## src/rtl/cstn_pkg.sv

```systemverilog
// Shared CSTN panel definitions: fetch FSM states, panel geometry and the
// FRC dither primitives used by the fetch stage and the panel controller.
package cstn_pkg;

  localparam int PANEL_H_PIX   = 640;
  localparam int PANEL_V_LINES = 480;

  typedef enum logic [1:0] {
    IDLE,
    REQ,
    WAIT,
    PUSH
  } fetch_state_t;

  // Spatio-temporal phase: consecutive frames, columns and rows walk the threshold table.
  function automatic logic [3:0] frc_phase(input logic [3:0] frame_cnt,
                                           input logic [3:0] x,
                                           input logic [3:0] r);
    return frame_cnt + x + 4'({r, 1'b0});
  endfunction

  function automatic logic frc_bit(input logic [3:0] v, input logic [3:0] phase);
    logic [3:0] t;
    t = {phase[0], phase[1], phase[2], phase[3]};
    return (v == 4'hF) || (v > t);
  endfunction

endpackage

```

## src/rtl/cstn_frc_dither.sv

```systemverilog
// Combinational RGB444 -> RGB111 FRC dither for the four pixels of one memory word.
module cstn_frc_dither
  import cstn_pkg::*;
(
  input  logic [3:0]  x,
  input  logic [3:0]  r,
  input  logic [3:0]  frame_cnt,
  input  logic [47:0] pix,
  output logic [11:0] rgb
);

  always_comb begin
    rgb = '0;
    for (int k = 0; k < 4; k++) begin
      rgb[11-3*k -: 3] = {
        frc_bit(pix[47-12*k -: 4], frc_phase(frame_cnt, x + 4'(k), r)),
        frc_bit(pix[43-12*k -: 4], frc_phase(frame_cnt, x + 4'(k), r)),
        frc_bit(pix[39-12*k -: 4], frc_phase(frame_cnt, x + 4'(k), r))
      };
    end
  end

endmodule

```

## src/rtl/cstn_fetch.sv

```systemverilog
// Framebuffer fetch/pack stage: reads RGB444 pixels for an upper and a lower panel
// row, dithers them to RGB111 and writes packed 48-bit words to the pixel FIFO.
module cstn_fetch
  import cstn_pkg::*;
#(
  parameter int H_PIX     = PANEL_H_PIX,
  parameter int V_LINES   = PANEL_V_LINES,
  parameter int BASE_ADDR = 0,
  parameter int AW        = 17
) (
  input  logic          clk,
  input  logic          rst_n,
  input  logic          frame_req,
  output logic [AW-1:0] mem_addr,
  output logic          mem_req,
  input  logic          mem_ack,
  input  logic          mem_rvalid,
  input  logic [47:0]   mem_rdata,
  output logic [47:0]   fifo_wdata,
  output logic          fifo_we,
  input  logic          fifo_full,
  output logic          vsync_out,
  output logic          busy,
  output logic          frame_overrun
);

  localparam int WPR = H_PIX / 8;
  localparam int HALF = V_LINES / 2;
  localparam int WPL = H_PIX / 4;
  localparam int WW = (WPR > 1) ? $clog2(WPR) : 1;
  localparam int YW = (HALF > 1) ? $clog2(HALF) : 1;
  localparam logic [WW-1:0] LAST_W = WW'(WPR - 1);
  localparam logic [YW-1:0] LAST_Y = YW'(HALF - 1);
  localparam logic [YW:0]   HALF_ROW = (YW + 1)'(HALF);

  fetch_state_t    state, state_d;
  logic [1:0]      j, j_d;
  logic [WW-1:0]   w, w_d;
  logic [YW-1:0]   y, y_d;
  logic [3:0]      frame_cnt, fc_d;
  logic            we_d, vsync_d, load;
  logic [YW:0]     row;
  logic [3:0]      x_lo;
  logic [11:0]     dith;
  logic [47:0]     word;

  // j[1] selects the lower half; j[0] selects the second group of four pixels.
  assign row = {1'b0, y} + (j[1] ? HALF_ROW : '0);
  assign x_lo = {w[0], j[0], 2'b00};

  assign mem_req = (state == REQ);
  assign mem_addr = (state == REQ)
                  ? AW'(BASE_ADDR) + AW'(row) * AW'(WPL) + AW'({w, j[0]})
                  : '0;
  assign busy = (state != IDLE);
  assign fifo_wdata = word;

  cstn_frc_dither u_dither (
    .x         (x_lo),
    .r         (4'(row)),
    .frame_cnt (frame_cnt),
    .pix       (mem_rdata),
    .rgb       (dith)
  );

  always_comb begin
    state_d = state;
    j_d = j;
    w_d = w;
    y_d = y;
    fc_d = frame_cnt;
    we_d = 1'b0;
    vsync_d = 1'b0;
    load = 1'b0;
    case (state)
      IDLE: begin
        if (frame_req) begin
          state_d = REQ;
          j_d = '0;
          w_d = '0;
          y_d = '0;
          vsync_d = 1'b1;
        end
      end
      REQ: begin
        if (mem_ack) state_d = WAIT;
      end
      WAIT: begin
        if (mem_rvalid) begin
          load = 1'b1;
          if (j == 2'd3) begin
            state_d = PUSH;
            we_d = !fifo_full;
          end else begin
            j_d = j + 2'd1;
            state_d = REQ;
          end
        end
      end
      PUSH: begin
        // fifo_we is registered, so the write lands one cycle after fifo_full is seen low.
        if (fifo_we) begin
          j_d = '0;
          state_d = REQ;
          if (w == LAST_W) begin
            w_d = '0;
            if (y == LAST_Y) begin
              fc_d = frame_cnt + 4'd1;
              state_d = IDLE;
            end else begin
              y_d = y + YW'(1);
            end
          end else begin
            w_d = w + WW'(1);
          end
        end else begin
          we_d = !fifo_full;
        end
      end
      default: state_d = IDLE;
    endcase
  end

  always_ff @(posedge clk) begin
    if (!rst_n) begin
      state <= IDLE;
      j <= '0;
      w <= '0;
      y <= '0;
      frame_cnt <= '0;
      word <= '0;
      fifo_we <= 1'b0;
      vsync_out <= 1'b0;
      frame_overrun <= 1'b0;
    end else begin
      state <= state_d;
      j <= j_d;
      w <= w_d;
      y <= y_d;
      frame_cnt <= fc_d;
      fifo_we <= we_d;
      vsync_out <= vsync_d;
      if (frame_req && (state != IDLE)) frame_overrun <= 1'b1;
      if (load) begin
        for (int k = 0; k < 4; k++) begin
          if (j[1]) word[44-6*((j[0] ? 4 : 0) + k) -: 3] <= dith[11-3*k -: 3];
          else      word[47-6*((j[0] ? 4 : 0) + k) -: 3] <= dith[11-3*k -: 3];
        end
      end
    end
  end

endmodule

```

## config.mk

```make
export PLATFORM = sky130hd
export DESIGN_NAME = cstn_fetch
export DESIGN_NICKNAME = d
export VERILOG_FILES = /design/src/rtl/cstn_pkg.sv /design/src/rtl/cstn_frc_dither.sv /design/src/rtl/cstn_fetch.sv
export SDC_FILE = /design/constraint.sdc
export NUM_CORES = 1
export LEC_CHECK = 0
export BUFFER_PORTS_ARGS = -buffer_cell sky130_fd_sc_hd__buf_4
export CELL_PAD_IN_SITES_DETAIL_PLACEMENT = 0
export CELL_PAD_IN_SITES_GLOBAL_PLACEMENT = 1
export CORE_MARGIN = 5
export CORE_UTILIZATION = 30
export CTS_CLUSTER_SIZE = 14
export DETAILED_ROUTE_END_ITERATION = 12
export HOLD_SLACK_MARGIN = 0.02
export PLACE_DENSITY = 0.67
export SYNTH_ARGS = -nofsm -noshare
export SYNTH_HDL_FRONTEND = slang
export SYNTH_HIERARCHICAL = 1
export SYNTH_SLANG_ARGS = --single-unit
export TNS_END_PERCENT = 20
```

## constraint.sdc

```tcl
create_clock -name clk -period 8 [get_ports clk]
set_input_delay 0.8 -clock clk [delete_from_list [all_inputs] [get_ports clk]]
set_output_delay 0.8 -clock clk [all_outputs]
set_load 0.02 [all_outputs]
```

Word level (Yosys, flattened, before mapping)
Index checks and enable logic that the tools add are counted.
{"block": "totals", "ff_bits": 74, "inputBits": 54, "output_inout_bits": 70, "elab_cells": 177}
{"block": "op_classes", "add_sub_neg": 36, "mul": 5, "magnitude_cmp": 12, "n_eq_ne": 25, "shifts": 16, "muxes": 50, "n_reduce_logical": 24}
{"operator": "$mux 48", "n": 10}
{"operator": "$shift 3x33->50 const A", "n": 8}
{"operator": "$shiftx 3x33->50", "n": 8}
{"operator": "$bwmux 48", "n": 8}
{"operator": "$neg 32->33", "n": 7}
{"operator": "$sub 7x32->32 const A", "n": 7}
{"operator": "$mul 3x32->31 const A", "n": 3}
{"operator": "$eq 4x4->1 const B", "n": 12}
{"operator": "$gt 4x4->1", "n": 12}
{"operator": "$mux 8", "n": 5}
{"operator": "$neg 8->33", "n": 1}
{"operator": "$add 32x2->32 const B", "n": 1}
{"operator": "$add 32x3->32 const B", "n": 1}
{"operator": "$add 4x4->4", "n": 8}
{"operator": "$mux 7", "n": 3}
{"operator": "$mux 2", "n": 9}
{"operator": "$add 17x8->17", "n": 1}
{"operator": "$mux 17", "n": 1}
{"operator": "$pmux 8 s2", "n": 1}
{"operator": "$pmux 7 s2", "n": 1}
{"operator": "$logic_or 1x1->1", "n": 12}
{"operator": "$mul 9x3->12 const B", "n": 1}
{"operator": "$ne 2x2->1 const B", "n": 6}
{"operator": "$reduce_and 5->1", "n": 2}
{"operator": "other kinds (27)", "n": 40}

Longest topological paths before layout
{"block": "logic_depth", "ltp_word": 20, "mapped_depth": 15, "mapped_depth_nobuf": 15}

By module
Netlist, hierarchy kept.
{"mod": "cstn_fetch", "n_inst": 1, "cells_each": 454, "area_per_inst_um2": 4005.1, "seq_area_each_um2": 1481.4}
{"mod": "cstn_frc_dither", "n_inst": 1, "cells_each": 193, "area_per_inst_um2": 1581.5, "seq_area_each_um2": 0.0}

Worst setup path after synthesis
OpenSTA, ideal clock, no wires.
{"block": "synth_timing", "kind": "register -> output", "from": "reg j[1]", "to": "out mem_addr[16]", "arrival_time_ns": 3.563, "t_required_ns": 7.200, "path_slack_ns": 3.637, "stages_incl_launch_ff": 13, "path_cell_list": "dfxtp_1 -> ha_1 -> fa_1 -> a21o_1 -> a21oi_1 -> inv_1 -> ha_1 -> ha_1 -> or3b_2 -> o221ai_1 -> nor3b_1 -> or2_0 -> o31ai_1"}
{"block": "synth_between", "elab_chain_len": 5}
{"item": "start: declaration", "line_no": "cstn_fetch.sv:37", "text": "logic [1:0] j, j_d;"}
{"item": "start signal: assignment", "line_no": "cstn_fetch.sv:137", "text": "j <= j_d;"}
{"item": "$mux 8", "line_no": "cstn_fetch.sv:48", "text": "assign row = {1'b0, y} + (j[1] ? HALF_ROW : '0);"}
{"item": "$add 8x8->9", "line_no": "cstn_fetch.sv:48"}
{"item": "$mul 9x3->12", "line_no": "cstn_fetch.sv:53", "text": "? AW'(BASE_ADDR) + AW'(row) * AW'(WPL) + AW'({w, j[0]})"}
{"item": "$add 17x8->17", "line_no": "cstn_fetch.sv:53"}
{"item": "$mux 17", "line_no": "cstn_fetch.sv:53"}
{"item": "end: declaration", "line_no": "cstn_fetch.sv:14", "text": "output logic [AW-1:0] mem_addr,"}
Every way passes these cells.

Final worst setup path
{"block": "layout_timing", "from": "reg j[1]", "to": "out mem_addr[14]"}
The elaborated chain is that of the path after synthesis.

==> flow_summary.yaml <==
floorplanning:
  dieWidth_um: 146
  die_h_um: 146
  dieArea_um2: 21500
  io_pins: 124
  num_rows: 50
  initial_core_util_pct: 30.2
  core_um2: 18500
clocking:
  clkLatencyLatePin_ps: 330
  cts_buffers: 9
  cts_hold_buf: 0
  cts_tree: "built"
  htreeDepth: 3
  cts_resized: 0
  clock_sinks: 74
  clock-root-buffer: "clkbuf_16"
  clk_pin_slew_ps: 60
  clock_path_buffers: 2
  postCtsSetupBuffers: 0
sta:
  tightestPinTransition_ps: 1080
  rsz0062_at_grt: "false"
  period_share_pct: 61.6
  max_freq_mhz: 203
  period_minus_slack_ps: 4930
  maxSlewHeadroom_pct: 28.2
  setup_ws_ps: 3070
  fin_worst_skew_ps: 6.81
  timing.setup.tns_ps: 0
  final_max_slew_viol_count: 0
  fin_worst_hold_slack_ps: 459
  hold_viol: 0
  setup_viol: 0
setup_path:
  arrival_ps: 4130
  worst-path-max-fanout: 11
  critPathRequiredTime_ps: 7200
  worstSetupPathType: "flip-flop to output pin"
  worstReg2RegStart: "y[1]"
  setup.worst_path.end_class: "output pin"
  startpoint_type: "flip-flop"
  rrSetupSlack_ps: 4470
  rr_worst_depth: 13
logic_synthesis:
  synth_top_area_cell: "dfxtp_1"
  syn_area_um2: 5590
  yosysWarnings: 6
  async_flop_share_pct: 0
  synth_flop_cell: "dfxtp_1"
  synth.distinct_cells: 59
  yosys.cell_count.top_type: "ha_1"
  ys_seq_area_share_pct: 26.5
  netlist_top_cells_count: "ha_1 (84), dfxtp_1 (74), nor2_1 (60)"
  synth_area_leaders: "dfxtp_1 (27%), ha_1 (19%), mux2i_1 (7.2%), a21oi_1 (4.8%), nor2_1 (4.0%)"
  synth.top_cell.area_share_pct: 26.5
  synth.avg_cell_area_um2: 8.63
  synth_edf_count: 0
  synth_seq_cells: 74
  syn_inst: 647
detailed_routing:
  wire_per_inst_um: 14.5
  viasPerCell: 4.84
  ant_nets: 0
  postRouteWirelength_um: 14500
  drc: 0
  drt-pass1-iter-count: 4
  num_vias: 4848
  drt_iter0_markers: 199
layout:
  drive_above_1_share_pct: 20.7
  fin_nets: 908
  fin_area_um2: 7020
  num_antenna_cells: 0
  area_growth_pct: 25.7
  n_fill_cell: 1942
  seq_area_um2: 1480
  instances_no_fill: 1002
  multi_input_area_um2: 3850
global_route:
  grt_usage_pct: 13.5
  grt_overflow: 0
  grt_max_degree: 60
  antenna_found_initial: 0
  grt_pass1_wl_um: 24200
  grt_pass1_vias: 4789
min_path:
  whs_path_depth: 2
  hold_path.class: "flip-flop to flip-flop"
outcome:
  status: "finished clean"
pwr:
  p_per_area_nw_per_um2: 145
  leakage_nw: 3.29
  ir_drop_mv: 0.0785
place:
  place_inst: 986
  place_hpwl_um: 11800
  gp_congestion: 0.791
  placed_area_um2: 6700
  place_ws_ps: 3400
  io_buffers: 123
run:
  maxCapViolCount: 0
-- power by group --
group,switching (W),internal [W]
clock,0.000157,0.000274
combinational,0.000115,0.0000882
sequential,0.00000817,0.000375
total,0.000280,0.000737
-- critical path: stages, from the launching register on --
cell and delay (ps):
dfxtp_1 440, ha_1 270, fa_1 400, a21o_1 190
a21oi_1 270, inv_1 110, ha_1 310, ha_1 410
or3b_2 470, o221ai_1 80, nor3b_1 140, nor4_1 330
mux2i_1 230, buf_4 160
-- per-layer routing --
metal	GRT usage, %	up-vias	share of wire (%)
met4	4.66	0	1.6
met2	22.0	92	46
met1	17.9	2197	48
li1	-	2544	-
met3	2.39	15	4.3
met5	0	-	0
-- how the worst max path moves through the flow --
stage / start / to / slack [ps] / cells after the start
floorplan: j[1] / mem_addr[16] / 3640 / 12
global placement: j[1] / mem_addr[14] / 3490 / 13
detailed placement: j[1] / mem_addr[14] / 3400 / 13
CTS: j[1] / mem_addr[14] / 3040 / 13
global route: j[1] / mem_addr[13] / 2730 / 13
finish: j[1] / mem_addr[14] / 3070 / 13
-- cell families (layout without fill, tap and decap cells) --
| logic type | after synthesis | after routing | share of synthesized area (%) |
|---|---|---|---|
| AND/OR/NAND/NOR | 230 | 230 | 21.3 |
| other | 1 | 3 | 0.0671 |
| adder cells (fa/ha/maj) | 91 | 91 | 21.3 |
| AO/OA/AOI/OAI | 120 | 120 | 13.9 |
| multiplexers | 42 | 42 | 7.57 |
| XOR/XNOR | 29 | 29 | 4.68 |
| buffers and inverters | 60 | 179 | 4.64 |
| flip-flops | 74 | 74 | 26.5 |
-- metrics by stage --
| stage | total power (W) | utilization [%] |
|---|---|---|
| floorplan | 0.000525 | - |
| global placement | 0.000596 | 36.2 |
| detailed placement | 0.000597 | 36.2 |
| CTS | 0.00103 | 37.9 |
| global route | 0.00108 | 37.9 |
| finish | 0.00102 | 37.9 |
-- cell type report --
cell class | count | area share (%)
Tap cell | 234 | 4.17
Inverter | 40 | 2.14
Sequential cell | 74 | 21.1
Clock buffer | 10 | 3.26
Multi-Input combinational cell | 515 | 54.9
Timing Repair Buffer | 123 | 13.2
Clock inverter | 6 | 1.28
-- cells in the final DEF (no fill, tap or decap), types with 3 or more instances in the layout --
cell / count
or3_1: 4
nor2b_1: 12
or4_1: 4
xor2_1: 13
buf_4: 123
o211ai_1: 8
fa_1: 7
conb_1: 3
nand3_1: 38
nor2_1: 60
a21oi_1: 54
or2_2: 4
o21a_1: 5
inv_1: 38
dfxtp_1: 74
and4_1: 7
ha_1: 84
o221ai_1: 5
o31ai_1: 4
a21o_1: 8
a221oi_2: 3
a41o_1: 6
o21ai_0: 16
nor3_1: 5
clkbuf_16: 9
nand2b_1: 6
and3_1: 12
nand4_1: 5
nand2_1: 48
xnor2_1: 15
mux2i_1: 40
and2_1: 10
a31oi_1: 4
(Power assumes the default switching activity.)
